==> src/rtl/neuron_pkg.sv <==
// ---------------------------------------------------------------------------
// neuron_pkg
//
// Shared definitions for the chunk_mac_neuron slice.
//
// Contents
//    - default width constants for the neuron datapath
//    - state_t : FSM state encoding (IDLE=0, RUN=1, OUT=2)
//    - sat_relu : converts a final accumulator value into the neuron result
//
// Configuration macro
//    NEURON_RELU_EN : when defined, sat_relu applies a ReLU and clamps to the
//                     unsigned OUT_WIDTH range; when undefined it saturates to
//                     the signed two's-complement OUT_WIDTH range.
// ---------------------------------------------------------------------------
package neuron_pkg;

   localparam int DATA_WIDTH_DEF   = 4;
   localparam int NUM_INPUTS_DEF   = 8;
   localparam int WEIGHT_WIDTH_DEF = 8;
   localparam int ACC_WIDTH_DEF    = 20;
   localparam int OUT_WIDTH_DEF    = 8;

   // sat_relu works on a fixed-width container so that any accumulator up to
   // SAT_ACC_W bits and any result up to SAT_OUT_W bits can share one function.
   // Callers sign-extend the accumulator in and keep the low result bits.
   localparam int SAT_ACC_W = 32;
   localparam int SAT_OUT_W = 16;

   typedef enum logic [1:0] {
      IDLE = 2'd0,
      RUN  = 2'd1,
      OUT  = 2'd2
   } state_t;

   // Maps a signed accumulator onto the out_w-bit neuron result. The limits
   // are built from out_w at run time so the same function serves any result
   // width up to SAT_OUT_W.
   function automatic logic [SAT_OUT_W-1:0] sat_relu(
      input logic signed [SAT_ACC_W-1:0] acc,
      input int                          out_w
   );
      logic signed [SAT_ACC_W-1:0] hi;
      logic [SAT_OUT_W-1:0]        res;
`ifdef NEURON_RELU_EN
      hi = (SAT_ACC_W'(1) << out_w) - 1;
      if (acc < 0) begin
         res = '0;
      end else if (acc > hi) begin
         res = hi[SAT_OUT_W-1:0];
      end else begin
         res = acc[SAT_OUT_W-1:0];
      end
`else
      logic signed [SAT_ACC_W-1:0] lo;
      hi = (SAT_ACC_W'(1) << (out_w - 1)) - 1;
      lo = -hi - 1;
      if (acc > hi) begin
         res = hi[SAT_OUT_W-1:0];
      end else if (acc < lo) begin
         res = lo[SAT_OUT_W-1:0];
      end else begin
         res = acc[SAT_OUT_W-1:0];
      end
`endif
      return res;
   endfunction

endpackage

==> src/rtl/mac_unit.sv <==
// ---------------------------------------------------------------------------
// mac_unit
//
// Multiply-accumulate slice of the neuron. Multiplies an unsigned activation
// chunk by a signed weight, sign-extends the product to the accumulator width
// and adds it into the accumulator register.
//
// Ports
//    clk        in   rising-edge clock
//    rst        in   asynchronous active-high reset, clears the accumulator
//    load_bias  in   loads the sign-extended bias (starts a new evaluation)
//    acc_en     in   adds the current product into the accumulator
//    bias       in   WEIGHT_WIDTH signed bias value
//    data       in   DATA_WIDTH unsigned activation chunk
//    weight     in   WEIGHT_WIDTH signed weight for this chunk
//    acc        out  ACC_WIDTH signed accumulator value
// ---------------------------------------------------------------------------
module mac_unit
   import neuron_pkg::*;
#(
   parameter int DATA_WIDTH   = DATA_WIDTH_DEF,
   parameter int WEIGHT_WIDTH = WEIGHT_WIDTH_DEF,
   parameter int ACC_WIDTH    = ACC_WIDTH_DEF
) (
   input  logic                    clk,
   input  logic                    rst,
   input  logic                    load_bias,
   input  logic                    acc_en,
   input  logic [WEIGHT_WIDTH-1:0] bias,
   input  logic [DATA_WIDTH-1:0]   data,
   input  logic [WEIGHT_WIDTH-1:0] weight,
   output logic [ACC_WIDTH-1:0]    acc
);

   // One extra bit keeps the unsigned activation positive once it is treated
   // as a signed operand.
   localparam int PROD_WIDTH = DATA_WIDTH + WEIGHT_WIDTH + 1;

   logic signed [PROD_WIDTH-1:0] data_ext;
   logic signed [PROD_WIDTH-1:0] weight_ext;
   logic signed [PROD_WIDTH-1:0] product;
   logic signed [ACC_WIDTH-1:0]  product_ext;
   logic signed [ACC_WIDTH-1:0]  bias_ext;

   // Both operands are widened to the full product width before the multiply
   // so the signed product is exact; it is then sign-extended to the
   // accumulator width, as is the bias.
   always_comb begin
      data_ext    = PROD_WIDTH'($signed({1'b0, data}));
      weight_ext  = PROD_WIDTH'($signed(weight));
      product     = data_ext * weight_ext;
      product_ext = ACC_WIDTH'(product);
      bias_ext    = ACC_WIDTH'($signed(bias));
   end

   // Accumulator register. Loading the bias takes priority over accumulating
   // because it marks the start of a fresh evaluation.
   always_ff @(posedge clk or posedge rst) begin
      if (rst) begin
         acc <= '0;
      end else if (load_bias) begin
         acc <= bias_ext;
      end else if (acc_en) begin
         acc <= acc + product_ext;
      end
   end

endmodule

==> src/rtl/chunk_mac_neuron.sv <==
// ---------------------------------------------------------------------------
// chunk_mac_neuron
//
// Pops NUM_INPUTS unsigned activation chunks from the upstream width-converting
// FIFO, multiplies each by a stored signed weight, accumulates the products on
// top of a stored bias and presents the activated/saturated result on a
// valid/ready output.
//
// Ports
//    clk         in   rising-edge clock
//    rst         in   asynchronous active-high reset
//    start       in   one-cycle pulse, begins an evaluation (IDLE only)
//    fifo_empty  in   FIFO empty flag
//    fifo_data   in   FIFO read data, valid the cycle after fifo_rd_en
//    fifo_rd_en  out  pop request to the FIFO
//    w_wr_en     in   weight/bias write strobe (IDLE only)
//    w_addr      in   0..NUM_INPUTS-1 selects a weight, NUM_INPUTS the bias
//    w_data      in   signed weight/bias value
//    result      out  neuron result, stable while out_valid
//    out_valid   out  result available, held until accepted
//    out_ready   in   consumer accepts the result
//    busy        out  high whenever the FSM is not in IDLE
//
// Configuration macro
//    NEURON_RELU_EN : selects ReLU + unsigned clamp instead of signed
//                     saturation for the result (implemented in neuron_pkg).
//
// ACC_WIDTH must be at least DATA_WIDTH+WEIGHT_WIDTH+1+clog2(NUM_INPUTS) and
// no wider than neuron_pkg::SAT_ACC_W; OUT_WIDTH must be below SAT_OUT_W.
// ---------------------------------------------------------------------------
module chunk_mac_neuron
   import neuron_pkg::*;
#(
   parameter int DATA_WIDTH   = DATA_WIDTH_DEF,
   parameter int NUM_INPUTS   = NUM_INPUTS_DEF,
   parameter int WEIGHT_WIDTH = WEIGHT_WIDTH_DEF,
   parameter int ACC_WIDTH    = ACC_WIDTH_DEF,
   parameter int OUT_WIDTH    = OUT_WIDTH_DEF
) (
   input  logic                               clk,
   input  logic                               rst,
   input  logic                               start,
   input  logic                               fifo_empty,
   input  logic [DATA_WIDTH-1:0]              fifo_data,
   output logic                               fifo_rd_en,
   input  logic                               w_wr_en,
   input  logic [$clog2(NUM_INPUTS+1)-1:0]    w_addr,
   input  logic [WEIGHT_WIDTH-1:0]            w_data,
   output logic [OUT_WIDTH-1:0]               result,
   output logic                               out_valid,
   input  logic                               out_ready,
   output logic                               busy
);

   localparam int AW = $clog2(NUM_INPUTS + 1);
   localparam int IW = $clog2(NUM_INPUTS);

   state_t                  state;
   state_t                  state_next;

   logic [WEIGHT_WIDTH-1:0] weight_mem [NUM_INPUTS];
   logic [WEIGHT_WIDTH-1:0] bias_reg;
   logic [WEIGHT_WIDTH-1:0] bias_eff;
   logic [WEIGHT_WIDTH-1:0] cur_weight;

   logic [AW-1:0]           issue_cnt;
   logic [AW-1:0]           acc_cnt;
   logic                    rd_pend;

   logic                    wr_ok;
   logic                    wr_weight;
   logic                    wr_bias;
   logic                    run_entry;
   logic                    acc_done;

   logic [ACC_WIDTH-1:0]    acc;
   logic [SAT_OUT_W-1:0]    sat_full;
   logic                    unused_sat_bits;

   // Decode of the weight/bias write port and of the evaluation boundaries.
   // Writes are only honoured in IDLE; addresses above NUM_INPUTS match
   // neither the weight range nor the bias slot, so they fall through.
   // A bias write in the same cycle as start is forwarded straight into the
   // accumulator load so the evaluation already sees the new bias.
   always_comb begin
      wr_ok      = (state == IDLE) && w_wr_en;
      wr_weight  = wr_ok && (w_addr < AW'(NUM_INPUTS));
      wr_bias    = wr_ok && (w_addr == AW'(NUM_INPUTS));
      bias_eff   = wr_bias ? w_data : bias_reg;
      run_entry  = (state == IDLE) && start;
      acc_done   = (state == RUN) && (acc_cnt == AW'(NUM_INPUTS));
      cur_weight = weight_mem[acc_cnt[IW-1:0]];
   end

   // State register.
   always_ff @(posedge clk or posedge rst) begin
      if (rst) begin
         state <= IDLE;
      end else begin
         state <= state_next;
      end
   end

   // Next-state and output decode. Pops are issued whenever the FIFO has data
   // and fewer than NUM_INPUTS chunks have been requested, so a stalled FIFO
   // simply holds the FSM in RUN until the data arrives.
   always_comb begin
      state_next = state;
      fifo_rd_en = 1'b0;
      out_valid  = 1'b0;
      busy       = 1'b1;
      case (state)
         IDLE: begin
            busy = 1'b0;
            if (start) begin
               state_next = RUN;
            end
         end
         RUN: begin
            fifo_rd_en = !fifo_empty && (issue_cnt < AW'(NUM_INPUTS));
            if (acc_done) begin
               state_next = OUT;
            end
         end
         OUT: begin
            out_valid = 1'b1;
            if (out_ready) begin
               state_next = IDLE;
            end
         end
         default: begin
            state_next = IDLE;
         end
      endcase
   end

   // Weight register file and bias. Everything clears on reset so a reset
   // leaves the neuron with an all-zero configuration.
   always_ff @(posedge clk or posedge rst) begin
      if (rst) begin
         for (int i = 0; i < NUM_INPUTS; i++) begin
            weight_mem[i] <= '0;
         end
         bias_reg <= '0;
      end else begin
         if (wr_weight) begin
            weight_mem[w_addr[IW-1:0]] <= w_data;
         end
         if (wr_bias) begin
            bias_reg <= w_data;
         end
      end
   end

   // Issue/accumulate bookkeeping. The FIFO answers one cycle after a pop, so
   // rd_pend marks the cycle in which fifo_data carries a chunk; acc_cnt then
   // also selects the weight that pairs with that chunk.
   always_ff @(posedge clk or posedge rst) begin
      if (rst) begin
         issue_cnt <= '0;
         acc_cnt   <= '0;
         rd_pend   <= 1'b0;
      end else if (run_entry) begin
         issue_cnt <= '0;
         acc_cnt   <= '0;
         rd_pend   <= 1'b0;
      end else begin
         rd_pend <= fifo_rd_en;
         if (fifo_rd_en) begin
            issue_cnt <= issue_cnt + 1'b1;
         end
         if (rd_pend) begin
            acc_cnt <= acc_cnt + 1'b1;
         end
      end
   end

   mac_unit #(
      .DATA_WIDTH   (DATA_WIDTH),
      .WEIGHT_WIDTH (WEIGHT_WIDTH),
      .ACC_WIDTH    (ACC_WIDTH)
   ) u_mac (
      .clk       (clk),
      .rst       (rst),
      .load_bias (run_entry),
      .acc_en    (rd_pend),
      .bias      (bias_eff),
      .data      (fifo_data),
      .weight    (cur_weight),
      .acc       (acc)
   );

   // Activation/saturation of the final accumulator. Only the low OUT_WIDTH
   // bits of the shared-width function result are meaningful here.
   always_comb begin
      sat_full        = sat_relu(SAT_ACC_W'($signed(acc)), OUT_WIDTH);
      unused_sat_bits = ^sat_full[SAT_OUT_W-1:OUT_WIDTH];
   end

   // Result register, loaded on the edge that moves RUN to OUT and then held
   // untouched until the next evaluation completes.
   always_ff @(posedge clk or posedge rst) begin
      if (rst) begin
         result <= '0;
      end else if (acc_done) begin
         result <= sat_full[OUT_WIDTH-1:0];
      end
   end

endmodule
==> config.mk <==
export PLATFORM = sky130hd
export DESIGN_NAME = chunk_mac_neuron
export DESIGN_NICKNAME = d
export VERILOG_FILES = /design/src/rtl/neuron_pkg.sv /design/src/rtl/mac_unit.sv /design/src/rtl/chunk_mac_neuron.sv
export SDC_FILE = /design/constraint.sdc
export NUM_CORES = 1
export LEC_CHECK = 0
export CAP_MARGIN = 20
export CORE_MARGIN = 2
export CORE_UTILIZATION = 55
export CTS_CLUSTER_SIZE = 24
export DETAILED_ROUTE_END_ITERATION = 12
export PLACE_DENSITY = 0.81
export RECOVER_POWER = 100
export SYNTH_ARGS = -nofsm -noshare
export SYNTH_HDL_FRONTEND = slang
export SYNTH_SLANG_ARGS = --single-unit
==> constraint.sdc <==
create_clock -name clk -period 5.9 [get_ports clk]
set_input_delay 1.18 -clock clk [delete_from_list [all_inputs] [get_ports clk]]
set_output_delay 1.18 -clock clk [all_outputs]
set_load 0.01 [all_outputs]
==> flow_summary.toml, run 1 <==
[run_status]
outcome = "finished, violations left"
violations = "negative setup slack"

[drt]
drt-total-wl_mm = 17.52
drt_iter0_markers = 331
drcViolationCount = 0
detail_route.wl_per_cell_um = 18.78
vias = 5436
viasPerCell = 5.826
first_pass_iters = 5
ant_nets = 0

[placed_design]
dp.cells = 899
port_buffers = 32
place_hpwl_mm = 12.12
place.gp.congestion = 0.9377

[worst_setup_path]
crit_fanout = 6
critPathKind = "register to register"
crit_path_end_kind = "register"
arrival_ps = 6410
cp-start-kind = "register"
required_ps = 6090

[floorplan]
fp.dieH_um = 117.5
ioPinCount = 33
core-area_sq_mm = 0.01262
rows = 41
dieWidth_um = 117.5
die_area_sq_mm = 0.01381
initial_core_util_pct = 56.16

[cts]
tritoncts = "built"
cts_root_buf = "clkbuf_16"
clock_latency_ps = 360
cts_htree_levels = 3
cts_num_sinks = 111
cts-hold-fix-buffers = 0
cts_buffers = 9
clk_pin_slew_ps = 80
cts_buffer_depth = 2

[min_path]
worstHoldPathType = "register to register"

[logic_synthesis]
synthFlopType = "dfrtp_1"
synthXorXnorAreaFrac_pct = 4.008
synth_top_family_by_area = "multiplexers"
synth_nets = 725
ys_seq_area_share_pct = 39.19
yosys.area_share.simple_pct = 10.15
synth_warnings = 0
synthAdderAreaFrac_pct = 13.38
synth_area_per_cell_sq_um = 11.11
synth_compound_area_share_pct = 9.799
ys_seq_elements = 111
synthMuxAreaShare_pct = 19.47
synth_edf_count = 0
syn_area_sq_mm = 0.007087
async_flop_share_pct = 100.0
syn_inst = 638
synthDistinctLibCells = 53

[finish]
reg_top3 = "weight_mem (64), u_mac.acc (20)"
fin_util_pct = 70.14
multi_input_area_sq_mm = 0.004300
num-fill-cells = 905
area_growth_pct = 24.89
instances_no_fill = 933
seqCellArea_sq_mm = 0.002780
layout-drive-gt1-share_pct = 32.98
fin_nets = 843
largest_reg_flops = 64
diodes = 0
largest_register = "weight_mem"

[global_routing]
antenna_found_initial = 0
grt_pass1_vias = 5717
grt_pass1_wl_mm = 28.12
grt-ovfl-total = 0
grt_max_degree = 64
track_usage_pct = 25.52

[sta]
timing.hold.ws_ps = 485.7
slew_headroom_pct = 33.50
final_hold_viol_count = 0
period_needed_ps = 6221
rsz0062_at_grt = "yes"
fmax_mhz = 160.7
clock_skew_ps = 10.94
setup_viol = 5
worst_pin_slew_ps = 995.6
final_max_slew_viol_count = 0
min_period_over_period_pct = 105.4
fin_ws_ps = -321.0

[job]
max-cap-violations = 0
-- cell type report --
type | count | area share (%)
sequential | 111 | 31.41
tap | 172 | 2.431
clock buffer | 9 | 2.545
inverter | 53 | 2.276
clock inverter | 7 | 0.7492
timing repair buffer | 127 | 12.00
multi-input combinational | 454 | 48.59
-- logic make-up after synthesis --
group | after synthesis
multiplexers | 105
AO/OA/AOI/OAI | 114
buffers and inverters | 73
XOR/XNOR | 30
flip-flops | 111
AND/OR/NAND/NOR | 140
adder cells (fa/ha/maj) | 65
-- synthesized netlist by cell type, types with 5 or more instances --
cell type | n | area share (%)
mux4_1 | 8 | 3.0
nand2_1 | 36 | 1.9
nand4_1 | 5 | 0.44
inv_1 | 52 | 2.8
a211oi_1 | 5 | 0.53
nand3_1 | 5 | 0.35
xor2_1 | 10 | 1.2
ha_1 | 47 | 8.3
fa_1 | 18 | 5.1
clkbuf_1 | 16 | 0.85
o21ai_0 | 32 | 2.3
dfrtp_1 | 111 | 39
a21o_1 | 8 | 0.85
a21oi_1 | 36 | 2.5
mux2_2 | 75 | 12
a31oi_1 | 7 | 0.62
xnor2_1 | 18 | 2.2
and2_1 | 8 | 0.71
nor2b_1 | 23 | 2.0
mux2i_1 | 13 | 1.8
nor2_1 | 31 | 1.6
o21a_1 | 5 | 0.53
nand2b_1 | 10 | 0.88
mux4_2 | 8 | 2.5
nor3_1 | 7 | 0.49
-- worst max-delay path, cell delays in order, from the launching register on --
cell and delay (ps):
dfrtp_2 480, buf_4 150, mux4_2 510, mux2_4 320, and2_1 160, ha_1 290
fa_1 530, inv_1 50, fa_1 490, inv_2 50, ha_4 180, a211oi_4 270
o21bai_2 110, o22a_1 250, a31o_4 290, xor2_4 190, buf_6 150, ha_4 270
buf_6 100, nand4_1 150, inv_2 140, o2111ai_4 120, a32oi_1 220, xnor3_1 250
nor2_2 100, xnor2_1 130, a21oi_1 80
-- metal layers --
layer  share of wire, %  global-route usage [%]  wire length (um)  vias up
met2                 52                   44.44              9142      146
met4                3.6                   11.07               635        0
met1                 40                   30.92              7039     2759
li1                   -                       -                 -     2490
met3                4.0                   5.039               700       41
met5                  0                       0                 0        -
-- final timing paths --
kind,cells past startpoint,end,start,slack (ps)
setup reg to reg,26,u_mac.acc[19],acc_cnt[0],-320
min in group asynchronous,2,weight_mem[47],rst,1320
hold reg to reg,1,state[0],state[1],490
hold / removal,1,state[0],state[1],490
max in group asynchronous,3,acc_cnt[0],rst,3420
setup / recovery,26,u_mac.acc[19],acc_cnt[0],-320
-- cell usage in the layout (no fill, tap or decap), drive strengths merged, types with 5 or more instances in the layout --
cell / count
dfrtp: 111
buf: 95
mux2: 76
inv: 55
ha: 47
nand2: 37
a21oi: 36
o21ai: 32
nor2: 31
clkdlybuf4s50: 29
nor2b: 23
xnor2: 19
fa: 18
mux4: 16
mux2i: 13
nand2b: 10
xor2: 10
clkbuf: 9
a21o: 8
and2: 8
nor3: 8
a31oi: 7
nand3: 5
nand4: 5
o21a: 5
a211oi: 5
clkinv: 5
-- metrics by stage --
| step | setup TNS (ps) | instance area (sq um) | setup slack, ps |
|---|---|---|---|
| floorplan | 0 | 7159 | 0.3224 |
| global placement | -2918 | 8185 | -555.2 |
| detailed placement | -4275 | 8185 | -700.3 |
| CTS | -311.0 | 8686 | -132.4 |
| global route | -2686 | 8851 | -510.2 |
| finish | -930.6 | 8851 | -321.0 |
-- what timing repair did --
action                     CTS  global route
cloned                       0             0
setup buffers               13             5
pin swaps                   35            23
resized for setup           38            30
setup endpoints to repair    9            11
Power of run 1 is not shown: default switching activity piles up to over one toggle a cycle in this logic, so the estimate is an artifact.
==> run 2: changes to the inputs <==
--- a/config.mk
+++ b/config.mk
@@ -5,7 +5,7 @@
 export SDC_FILE = /design/constraint.sdc
 export NUM_CORES = 1
 export LEC_CHECK = 0
-export CAP_MARGIN = 20
+export CAP_MARGIN = 0
 export CORE_MARGIN = 2
 export CORE_UTILIZATION = 55
 export CTS_CLUSTER_SIZE = 24
==> results of run 2 <==
The final DEF is identical to that of run 1; final timing and power are the same.
Power of run 2 is left out for the same reason.
